File: src/rtl/keypad_entry_buffer.sv
// keypad_entry_buffer
// Debounces the keypad scanner output, turns each accepted press into one
// edit action on a four-digit BCD entry buffer, drives four active-low
// seven-segment displays and commits the buffer on the enter key.
// Optional feature macro: AUTO_REPEAT_EN (held digit/backspace keys repeat
// every REPEAT_CYCLES clocks). Without it each press yields exactly one action.

module keypad_entry_buffer #(
    parameter int DEBOUNCE_CYCLES = 1000000,
    parameter int REPEAT_CYCLES   = 25000000
) (
    input  logic        clk,
    input  logic        rst_n,
    input  logic [3:0]  key_code,
    input  logic        key_valid,
    output logic [7:0]  out_7seg1,
    output logic [7:0]  out_7seg2,
    output logic [7:0]  out_7seg3,
    output logic [7:0]  out_7seg4,
    output logic [2:0]  digit_count,
    output logic [15:0] entry_value,
    output logic        entry_valid
);

    localparam int CNT_W = $clog2(DEBOUNCE_CYCLES + 1);
    localparam logic [CNT_W-1:0] CNT_ONE  = CNT_W'(1);
    localparam logic [CNT_W-1:0] CNT_LAST = CNT_W'(DEBOUNCE_CYCLES - 1);

    // Reject parameter values the debounce and repeat counters cannot honour
    if (DEBOUNCE_CYCLES < 2 || REPEAT_CYCLES < 1) begin : g_param_check
        $error("keypad_entry_buffer: DEBOUNCE_CYCLES must be >= 2 and REPEAT_CYCLES >= 1");
    end

    typedef enum logic [1:0] {
        IDLE     = 2'd0,
        PRESS_DB = 2'd1,
        HELD     = 2'd2,
        REL_DB   = 2'd3
    } state_t;

    logic       valid_meta_q, valid_meta_d;
    logic       valid_sync_q, valid_sync_d;
    logic [3:0] code_meta_q, code_meta_d;
    logic [3:0] code_sync_q, code_sync_d;

    state_t           state_q, state_d;
    logic [CNT_W-1:0] cnt_q, cnt_d;
    logic [3:0]       cand_q, cand_d;
    logic             fire_q, fire_d;
    logic [3:0]       act_code_q, act_code_d;

    logic [15:0] buf_q, buf_d;
    logic [2:0]  count_q, count_d;
    logic [15:0] entry_value_q, entry_value_d;
    logic        entry_valid_q, entry_valid_d;
    logic [7:0]  seg1_q, seg1_d;
    logic [7:0]  seg2_q, seg2_d;
    logic [7:0]  seg3_q, seg3_d;
    logic [7:0]  seg4_q, seg4_d;

`ifdef AUTO_REPEAT_EN
    localparam int RPT_W = $clog2(REPEAT_CYCLES + 1);
    localparam logic [RPT_W-1:0] RPT_LAST = RPT_W'(REPEAT_CYCLES - 1);

    logic [RPT_W-1:0] rpt_q, rpt_d;
    logic             repeatable;

    assign repeatable = (cand_q <= 4'd9) || (cand_q == 4'hB);
`endif

    // Active-low segment pattern {dp,g,f,e,d,c,b,a} for a decimal digit
    function automatic logic [7:0] seg_of(input logic [3:0] d);
        logic [7:0] s;
        case (d)
            4'd0:    s = 8'hC0;
            4'd1:    s = 8'hF9;
            4'd2:    s = 8'hA4;
            4'd3:    s = 8'hB0;
            4'd4:    s = 8'h99;
            4'd5:    s = 8'h92;
            4'd6:    s = 8'h82;
            4'd7:    s = 8'hF8;
            4'd8:    s = 8'h80;
            4'd9:    s = 8'h90;
            default: s = 8'hFF;
        endcase
        return s;
    endfunction

    // Two-flop synchronizer stages for the asynchronous scanner outputs
    always_comb begin
        valid_meta_d = key_valid;
        valid_sync_d = valid_meta_q;
        code_meta_d  = key_code;
        code_sync_d  = code_meta_q;
    end

    // Debounce FSM: accept a press once the code is stable, then wait for a clean release
    always_comb begin
        state_d    = state_q;
        cnt_d      = cnt_q;
        cand_d     = cand_q;
        fire_d     = 1'b0;
        act_code_d = act_code_q;
`ifdef AUTO_REPEAT_EN
        rpt_d      = '0;
`endif
        case (state_q)
            IDLE: begin
                if (valid_sync_q) begin
                    cand_d  = code_sync_q;
                    cnt_d   = CNT_ONE;
                    state_d = PRESS_DB;
                end
            end
            PRESS_DB: begin
                if (!valid_sync_q) begin
                    cnt_d   = '0;
                    state_d = IDLE;
                end else if (code_sync_q != cand_q) begin
                    cand_d = code_sync_q;
                    cnt_d  = CNT_ONE;
                end else if (cnt_q == CNT_LAST) begin
                    cnt_d      = cnt_q + CNT_ONE;
                    fire_d     = 1'b1;
                    act_code_d = cand_q;
                    state_d    = HELD;
                end else begin
                    cnt_d = cnt_q + CNT_ONE;
                end
            end
            HELD: begin
                if (!valid_sync_q) begin
                    cnt_d   = CNT_ONE;
                    state_d = REL_DB;
                end
`ifdef AUTO_REPEAT_EN
                else if (repeatable) begin
                    if (rpt_q == RPT_LAST) begin
                        fire_d     = 1'b1;
                        act_code_d = cand_q;
                    end else begin
                        rpt_d = rpt_q + RPT_W'(1);
                    end
                end
`endif
            end
            REL_DB: begin
                if (valid_sync_q) begin
                    state_d = HELD;
                end else if (cnt_q == CNT_LAST) begin
                    cnt_d   = '0;
                    state_d = IDLE;
                end else begin
                    cnt_d = cnt_q + CNT_ONE;
                end
            end
            default: begin
                state_d = IDLE;
                cnt_d   = '0;
            end
        endcase
    end

    // Apply the accepted key action to the digit buffer and the committed entry
    always_comb begin
        buf_d         = buf_q;
        count_d       = count_q;
        entry_value_d = entry_value_q;
        entry_valid_d = 1'b0;
        if (fire_q) begin
            if (act_code_q <= 4'd9) begin
                if (count_q < 3'd4) begin
                    buf_d   = {buf_q[11:0], act_code_q};
                    count_d = count_q + 3'd1;
                end
            end else begin
                case (act_code_q)
                    4'hA: begin
                        if (count_q != 3'd0) begin
                            entry_value_d = buf_q;
                            entry_valid_d = 1'b1;
                            buf_d         = '0;
                            count_d       = '0;
                        end
                    end
                    4'hB: begin
                        if (count_q != 3'd0) begin
                            buf_d   = {4'h0, buf_q[15:4]};
                            count_d = count_q - 3'd1;
                        end
                    end
                    4'hC: begin
                        buf_d   = '0;
                        count_d = '0;
                    end
                    default: begin
                        buf_d = buf_q;
                    end
                endcase
            end
        end
    end

    // Display only the occupied positions; empty positions are blanked
    always_comb begin
        seg1_d = (count_q >= 3'd1) ? seg_of(buf_q[3:0])   : 8'hFF;
        seg2_d = (count_q >= 3'd2) ? seg_of(buf_q[7:4])   : 8'hFF;
        seg3_d = (count_q >= 3'd3) ? seg_of(buf_q[11:8])  : 8'hFF;
        seg4_d = (count_q >= 3'd4) ? seg_of(buf_q[15:12]) : 8'hFF;
    end

    // State registers with synchronous active-low reset that overrides every event
    always_ff @(posedge clk) begin
        if (!rst_n) begin
            valid_meta_q  <= 1'b0;
            valid_sync_q  <= 1'b0;
            code_meta_q   <= '0;
            code_sync_q   <= '0;
            state_q       <= IDLE;
            cnt_q         <= '0;
            cand_q        <= '0;
            fire_q        <= 1'b0;
            act_code_q    <= '0;
            buf_q         <= '0;
            count_q       <= '0;
            entry_value_q <= '0;
            entry_valid_q <= 1'b0;
            seg1_q        <= 8'hFF;
            seg2_q        <= 8'hFF;
            seg3_q        <= 8'hFF;
            seg4_q        <= 8'hFF;
        end else begin
            valid_meta_q  <= valid_meta_d;
            valid_sync_q  <= valid_sync_d;
            code_meta_q   <= code_meta_d;
            code_sync_q   <= code_sync_d;
            state_q       <= state_d;
            cnt_q         <= cnt_d;
            cand_q        <= cand_d;
            fire_q        <= fire_d;
            act_code_q    <= act_code_d;
            buf_q         <= buf_d;
            count_q       <= count_d;
            entry_value_q <= entry_value_d;
            entry_valid_q <= entry_valid_d;
            seg1_q        <= seg1_d;
            seg2_q        <= seg2_d;
            seg3_q        <= seg3_d;
            seg4_q        <= seg4_d;
        end
    end

`ifdef AUTO_REPEAT_EN
    // Repeat timer for a held digit or backspace key
    always_ff @(posedge clk) begin
        if (!rst_n) begin
            rpt_q <= '0;
        end else begin
            rpt_q <= rpt_d;
        end
    end
`endif

    assign out_7seg1   = seg1_q;
    assign out_7seg2   = seg2_q;
    assign out_7seg3   = seg3_q;
    assign out_7seg4   = seg4_q;
    assign digit_count = count_q;
    assign entry_value = entry_value_q;
    assign entry_valid = entry_valid_q;

endmodule
File: config.mk
export PLATFORM = sky130hd
export DESIGN_NAME = keypad_entry_buffer
export DESIGN_NICKNAME = d
export VERILOG_FILES = /design/src/rtl/keypad_entry_buffer.sv
export SDC_FILE = /design/constraint.sdc
export NUM_CORES = 1
export LEC_CHECK = 0
export CAP_MARGIN = 10
export CORE_ASPECT_RATIO = 2
export CORE_MARGIN = 2
export CORE_UTILIZATION = 60
export DETAILED_ROUTE_END_ITERATION = 12
export GPL_ROUTABILITY_DRIVEN = 1
export PLACE_DENSITY = 0.85
export SYNTH_ARGS = -nofsm -noshare
export SYNTH_HDL_FRONTEND = slang
export SYNTH_SLANG_ARGS = --single-unit
export TNS_END_PERCENT = 5
File: constraint.sdc
create_clock -name clk -period 4.4 [get_ports clk]
set_input_delay 0.88 -clock clk [delete_from_list [all_inputs] [get_ports clk]]
set_output_delay 0.88 -clock clk [all_outputs]
set_load 0.005 [all_outputs]
==> results of run 1 <==
## kinds of logic after synthesis
logic type / share of synthesized area
adder cells (fa/ha/maj): 0.06713
other: 0.0007739
multiplexers: 0.04183
AND/OR/NAND/NOR: 0.2037
flip-flops: 0.4338
AO/OA/AOI/OAI: 0.1526
buffers and inverters: 0.06041
XOR/XNOR: 0.03976
## how the worst min path moves through the flow
stage	startpoint	to	slack, ps	cells past startpoint
after detailed placement	code_meta_q[1]	code_sync_q[1]	420	1
after global placement	valid_meta_q	valid_sync_q	420	1
after global routing	code_meta_q[1]	code_sync_q[1]	440	1
after floorplan	code_meta_q[0]	code_sync_q[0]	410	1
final	code_meta_q[1]	code_sync_q[1]	440	1
after CTS	code_meta_q[1]	code_sync_q[1]	440	1
## layout by cell type, fill, tap and decap left out, types with 4 or more instances in the layout
master / n
clkbuf_16: 9
nand2b_1: 5
nor4_1: 4
nor2b_1: 7
dfxtp_1: 105
nand3_1: 17
xnor2_1: 14
a211oi_1: 9
nor2_1: 52
o211ai_1: 4
nand4_1: 6
nor3_1: 8
o21ai_0: 38
a21oi_1: 37
mux2i_1: 18
a221oi_1: 10
and2_1: 16
ha_1: 26
conb_1: 4
clkdlybuf4s50_1: 54
xor2_1: 8
inv_1: 18
nand2_1: 52
## routing by layer
layer,share of wire,GRT usage
met1,0.37,0.2482
met2,0.57,0.4677
met3,0.033,0.04611
met4,0.028,0.1537
met5,0,0
## power by group through the flow
stage               combinational, mW  sequential, mW  clock, mW
detailed placement             0.0389           0.983          0
global route                   0.0427           0.962      0.930
finish                         0.0387           0.961      0.891
CTS                            0.0390           0.961      0.898
global placement               0.0381           0.983          0
floorplan                      0.0329           0.981          0
## stage by stage
| stage | instance area [sq um] | total power, mW | std cells |
|---|---|---|---|
| floorplan | 4857 | 1.013 | 540 |
| global placement | 5328 | 1.021 | 655 |
| detailed placement | 5328 | 1.022 | 655 |
| CTS | 5660 | 1.899 | 670 |
| global route | 5660 | 1.935 | 670 |
| finish | 5660 | 1.891 | 670 |
## flip-flops by register name (all words and copies together) (netlist names), 4 cells and up, named ones only
register and cells:
code_sync_q 4, act_code_q 4, out_7seg4 7, entry_value 16, out_7seg1 7, cand_q 4
code_meta_q 4, cnt_q 20, buf_q 16, out_7seg3 7, out_7seg2 7
## area by class of cell
class                      instances  area (sq um)  share of cell area
inverter                          19         71.32             0.01260
clock inverter                     6         107.6             0.01901
clock buffer                       9         225.2             0.03979
sequential                       105          2102              0.3714
tap                               96         120.1             0.02122
timing repair buffer              57         563.0             0.09947
multi-input combinational        378          2471              0.4366
==> flow_summary.ini, run 1 <==
[pwr]
p_per_area_nw_per_um2 = 334.1
switching_share = 0.1960
clock_power_share = 0.471
power.switching_uw = 370.6
intPower_mw = 1.520
p_comb_frac = 0.020
pwr-share-seq = 0.508
power_leakage_nw = 1.978
ir_drop_mv = 0.3100

[sta]
timing.final.ws_setup_ps = 1897
tightest_slew_ps = 977.7
hold-worst-slack_ps = 437.4
setup_viol = 0
fmax_mhz = 399.6
setup-tns-final_ps = 0
slew_violations = 0
finalCritPeriodShare = 0.5688
period_minus_slack_ps = 2503
slew_headroom = 0.3482
fin_skew_ps = 7.181
hold_viol = 0
rsz0062_at_grt = false

[critical_path]
path_depth = 7
r2r-start = digit_count[0]
rr_worst_depth = 7
reg2reg_to = buf_q[3]
path_class = flip-flop to flip-flop
startpoint = digit_count[0]
endpoint = buf_q[3]
cp_slowest_stage_delay_ps = 580
crit_buf_inv = 1
crit_path_cell_trace = inv_1 > ha_1 > nor2b_4 > a31oi_2 > o2111ai_2 > a2111o_1 > a21oi_1
cp.required_ps = 4680
rrSetupSlack_ps = 1900
crit_family = compound AO/OA/AOI/OAI gates
cp-end-kind = flip-flop
cpMaxStageDelayCell = a2111o_1
start_kind = flip-flop
cp.arrival_ps = 2780
crit_fanout = 23

[clocking]
ctsHoldBuffers = 0
cts_tree = done
cts_buffers = 9
clk_pin_slew_worst_paths_ps = 70
cts_resized = 0
cts-root-buf = clkbuf_16
insertion_delay_ps = 340
post_cts_buffers = 0
clock_sinks = 105
clk_path_buf_depth = 2
htree_levels = 3

[global_routing]
antenna_found_initial = 0
grt_pass1_wl_mm = 17.05
grt_pass1_vias = 3803
grt_overflow = 0
grt_usage = 0.2527
grt_max_degree = 29

[layout]
syn2layout_area_growth_pct = 16.81
drive_above_1_share = 0.05923
num_antenna_cells = 0
nets = 603
final_util = 0.7179
fill_cells = 568

[synth]
synth_flop_cell = dfxtp_1
postSynth.asyncResetShare = 0
synth_area_sq_um = 4846
yosysSeqAreaShare = 0.4338
synth_area_leader_cell = dfxtp_1
synth_cell_types = 57
synth_top_area_share = 0.4338
yosysMostFrequentCell = dfxtp_1
avgSynthCellArea_sq_um = 9.024
synthTopCellsByCount = dfxtp_1, nand2_1, nor2_1
synth_seq_cells = 105
synth.area.top_cells = dfxtp_1, ha_1, nand2_1
yosysWarnings = 0
netlist_instances = 537
synth_edf_count = 0

[run]
drv_cap = 0

[status]
outcome = completed

[route]
routed_wl_mm = 10.65
ant_nets = 0
avgRoutedWirePerCell_microns = 15.89
vias = 3877
firstDrtPassIters = 4
drc_errors = 0
drt-initial-drc-count = 267
vias_per_cell = 5.787

[floorplan]
start_util = 0.6146
rows = 46
die_x_microns = 67.55
die_h_microns = 131.1
dieArea_sq_um = 8855
pin_count = 59
core_sq_um = 7885

[placed_design]
dpl.hpwl_mm = 7.535
gp_congestion = 0.8705
place_ws_ps = 1642
portBuffers = 54

[min_path]
hp-class = flip-flop to flip-flop
Note: power is estimated with default switching activity, not from simulation.
==> run 2: changes to the inputs <==
CORE_UTILIZATION = 56   (was 60)
PLACE_DENSITY = 0.8   (was 0.85)
clock period = 2.6 ns   (was 4.4 ns; I/O delays follow)
==> flow_summary.ini, run 2 (synthesis gave the netlist of run 1 again) <==
[sta]
setup_viol = 0
rsz0062_at_grt = false
slew_violations = 0
slew_headroom = 0.5597
hold_viol = 0
finalCritPeriodShare = 0.8626
period_minus_slack_ps = 2243
fin_skew_ps = 6.515
tightest_slew_ps = 660.4
fmax_mhz = 445.9
setup-tns-final_ps = 0

[critical_path]
cp-end-kind = flip-flop
crit_fanout = 13
path_class = flip-flop to flip-flop
cp.arrival_ps = 2450
cp.required_ps = 2810
rrSetupSlack_ps = 360
start_kind = flip-flop

[layout]
syn2layout_area_growth_pct = 16.86
num_antenna_cells = 0
nets = 606
fill_cells = 715
largest_reg_flops = 20
layout_commonest_cell = dfxtp_1
final_cell_mix = dfxtp_1, clkdlybuf4s50_1, nor2_1, nand2_1, o21ai_0
regArea_sq_um = 2102
stdcell_count = 677
multi_input_area_sq_um = 2471
regMostFlops = cnt_q
drive_above_1_share = 0.06412

[pwr]
power_leakage_nw = 1.979
p_comb_frac = 0.022
total_power_mw = 3.043
pwr-share-seq = 0.535
p_per_area_nw_per_um2 = 537.3
switching_share = 0.2088
clock_power_share = 0.443
power.switching_uw = 635.3
intPower_mw = 2.407
ir_drop_mv = 0.4448

[global_routing]
grt_max_degree = 45
grt_pass1_vias = 3748
grt_pass1_wl_mm = 17.33
grt_overflow = 0
grt_usage = 0.2285
antenna_found_initial = 0

[floorplan]
die_h_microns = 135.6
pin_count = 59
core_sq_um = 8528
dieArea_sq_um = 9458
start_util = 0.5682
rows = 48
die_x_microns = 69.78

[clocking]
cts_resized = 0
post_cts_buffers = 0
clk_pin_slew_worst_paths_ps = 70
ctsHoldBuffers = 0
clk_path_buf_depth = 2
clock_sinks = 105
htree_levels = 3
cts-root-buf = clkbuf_16
cts_tree = done
cts_buffers = 9
insertion_delay_ps = 350

[status]
outcome = completed

[route]
avgRoutedWirePerCell_microns = 15.88
routed_wl_mm = 10.75
drc_errors = 0
firstDrtPassIters = 6
vias = 3880
drt-initial-drc-count = 137
vias_per_cell = 5.731
ant_nets = 0

[placed_design]
portBuffers = 54
gp_congestion = 0.8345
dp.cells = 662
dpl.hpwl_mm = 7.623

[run]
drv_cap = 0

[min_path]
hp-class = flip-flop to flip-flop
==> run 2: final timing paths <==
path,startpoint,end,cells past startpoint
worst max-delay path,digit_count[1],buf_q[6],8
worst min-delay path,valid_meta_q,valid_sync_q,1
worst max register to register,digit_count[1],buf_q[6],8
worst min register to register,valid_meta_q,valid_sync_q,1
==> run 2: critical path: stages, from the launching register on <==
cell and delay, ps:
dfxtp_1 400, inv_1 120, ha_1 200, nor2b_4 140, a31oi_2 250, o2111ai_2 310
buf_4 300, a221oi_1 300, nor3_1 100
==> run 2: layout make-up <==
class | count | area share
clock buffer | 10 | 0.04220
tap | 100 | 0.02209
clock inverter | 5 | 0.009943
multi-input combinational | 378 | 0.4364
timing repair buffer | 60 | 0.1056
inverter | 19 | 0.01259
sequential | 105 | 0.3712
==> run 2: metrics by stage <==
stage / area [sq um] / hold WS, ps / utilization / setup WS [ps]
after floorplan: 4857 / 411.9 / - / 861.5
after global placement: 5368 / 418.1 / 0.6294 / 551.6
after detailed placement: 5368 / 424.8 / 0.6294 / 433.4
after CTS: 5663 / 440.7 / 0.6640 / 362.3
after global routing: 5663 / 448.4 / 0.6640 / 153.5
final: 5663 / 435.4 / 0.6640 / 357.1
==> run 2: power by group through the flow <==
stage,Combinational (mW),Clock (mW),Sequential [mW]
6_report,0.0668,1.35,1.63
3_5_place_dp,0.0675,0,1.66
3_3_place_gp,0.0654,0,1.66
2_1_floorplan,0.0557,0,1.66
5_1_grt,0.0739,1.42,1.63
4_1_cts,0.0678,1.37,1.63
==> run 2: metal layers <==
| layer | routed length [microns] | GRT usage |
|---|---|---|
| met5 | 0 | 0 |
| met4 | 459 | 0.1303 |
| met3 | 401 | 0.05283 |
| met2 | 5940 | 0.4238 |
| met1 | 3950 | 0.2284 |
==> run 3: changes to the inputs <==
CORE_ASPECT_RATIO = default   (was 2)
CORE_UTILIZATION = 25   (was 56)
PLACE_DENSITY = default   (was 0.8)
RECOVER_POWER = 100   (was default)
==> flow_summary.ini, run 3 (synthesis gave the netlist of run 1 again) <==
[clocking]
clk_path_buf_depth = 2
cts_tree = done
cts_resized = 0
htree_levels = 3
cts_buffers = 9
clock_sinks = 105
post_cts_buffers = 0
clk_pin_slew_worst_paths_ps = 70
ctsHoldBuffers = 0
cts-root-buf = clkbuf_16
insertion_delay_ps = 350

[placed_design]
postPlaceCellArea_sq_um = 5578
gp_congestion = 0.7916
portBuffers = 54
dpl.hpwl_mm = 7.232

[floorplan]
core_sq_um = 18890
rows = 50
start_util = 0.2565
die_h_microns = 143.2
pin_count = 59
dieArea_sq_um = 20510
die_x_microns = 143.2

[global_routing]
grt_overflow = 0
grt_max_degree = 35
antenna_found_initial = 0
top_usage_layer = met2
grt_pass1_vias = 3516
met2_usage = 0.1622
grt_usage = 0.1089
grt_use_met1 = 0.1505
grt_pass1_wl_mm = 17.73
met3_usage = 0.02549

[layout]
stdcell_area_sq_um = 5857
syn2layout_area_growth_pct = 20.86
nets = 609
layout_commonest_cell = dfxtp_1
num_antenna_cells = 0
final_cell_mix = dfxtp_1, nor2_1, nand2_1, dlygate4sd3_1, o21ai_0
drive_above_1_share = 0.06379
fill_cells = 2002
largest_reg_flops = 20
regMostFlops = cnt_q

[sta]
slew_headroom = 0.4148
rsz0062_at_grt = false
setup_viol = 0
fin_skew_ps = 4.190
fmax_mhz = 448.0
hold_viol = 0
period_minus_slack_ps = 2232
hold-worst-slack_ps = 432.9
setup-tns-final_ps = 0
slew_violations = 0
tightest_slew_ps = 877.8
finalCritPeriodShare = 0.8586

[min_path]
hold_start = valid_meta_q
min_delay_worst_endpoint = valid_sync_q
hp-class = flip-flop to flip-flop
hold-path-cell-count = 1

[route]
avgRoutedWirePerCell_microns = 12.55
drt-initial-drc-count = 193
routed_wl_mm = 10.54
ant_nets = 0
vias = 3753
drc_errors = 0
firstDrtPassIters = 4
vias_per_cell = 4.468

[critical_path]
cp_slowest_stage_delay_ps = 480
cp.required_ps = 2870
start_kind = flip-flop
rrSetupSlack_ps = 370
r2r-start = digit_count[1]
startpoint = digit_count[1]
crit_path_cell_trace = inv_1 > ha_1 > nor2b_1 > a31oi_2 > o2111ai_2 > buf_4 > a221oi_1 > a211oi_1
path_class = flip-flop to flip-flop
cp-end-kind = flip-flop
reg2reg_to = buf_q[9]
cp.arrival_ps = 2500
crit_family = compound AO/OA/AOI/OAI gates
crit_fanout = 12
rr_worst_depth = 8
cpMaxStageDelayCell = o2111ai_2
crit_buf_inv = 2

[pwr]
p_per_area_nw_per_um2 = 526.3
ir_drop_mv = 0.2716
power_leakage_nw = 1.948

[run]
drv_cap = 0

[status]
outcome = completed
-- run 3: changes by cell type in the layout (fill, tap and decap cells not counted), sizes merged --
cell,change
clkbuf,+3
clkdlybuf4s50,-49
clkinv,-2
clkinvlp,+1
dlygate4sd3,+49
inv,+1
-- run 3: power by group --
group	internal, mW	switching (mW)
clock network	0.776	0.612
logic	0.0252	0.0451
registers	1.62	0.00748
-- run 3: worst max-delay path by stage --
| stage | endpoint | slack [ps] | cells past startpoint |
|---|---|---|---|
| final | buf_q[9] | 370 | 8 |
| after global routing | buf_q[8] | 150 | 8 |
| after CTS | digit_count[2] | 470 | 1 |
| after detailed placement | buf_q[8] | 500 | 8 |
| after global placement | buf_q[2] | 560 | 8 |
| after floorplan | buf_q[5] | 860 | 8 |
-- run 3: worst register-to-register path: stages (launching register included) --
cell and delay [ps]:
dfxtp_1 350, inv_1 130, ha_1 160, nor2b_1 300, a31oi_2 150, o2111ai_2 480
buf_4 280, a221oi_1 70, a211oi_1 230
-- run 3: metrics by stage --
| stage | std cells | worst slack, ps | utilization | power [mW] |
|---|---|---|---|---|
| after floorplan | 540 | 861.5 | - | 1.715 |
| after global placement | 825 | 564.4 | 0.2952 | 1.736 |
| after detailed placement | 825 | 504.4 | 0.2952 | 1.735 |
| after CTS | 840 | 473.8 | 0.3113 | 3.130 |
| after global routing | 840 | 150.9 | 0.3100 | 3.201 |
| final | 840 | 367.7 | 0.3100 | 3.082 |
-- run 3: area by class of cell --
class                      instances  area, sq um  area share
clock buffer                      10        239.0     0.04080
clock inverter                     5        65.06     0.01111
inverter                          19        71.32     0.01218
multi-input combinational        378         2456      0.4194
sequential                       105         2102      0.3589
tap                              260        325.3     0.05554
timing repair buffer              63        598.1      0.1021
-- run 3: metal layers --
metal	part of all wire	vias to the layer above
met5	0	-
met4	0.018	0
met3	0.039	14
met2	0.43	63
met1	0.51	1757
li1	-	1919
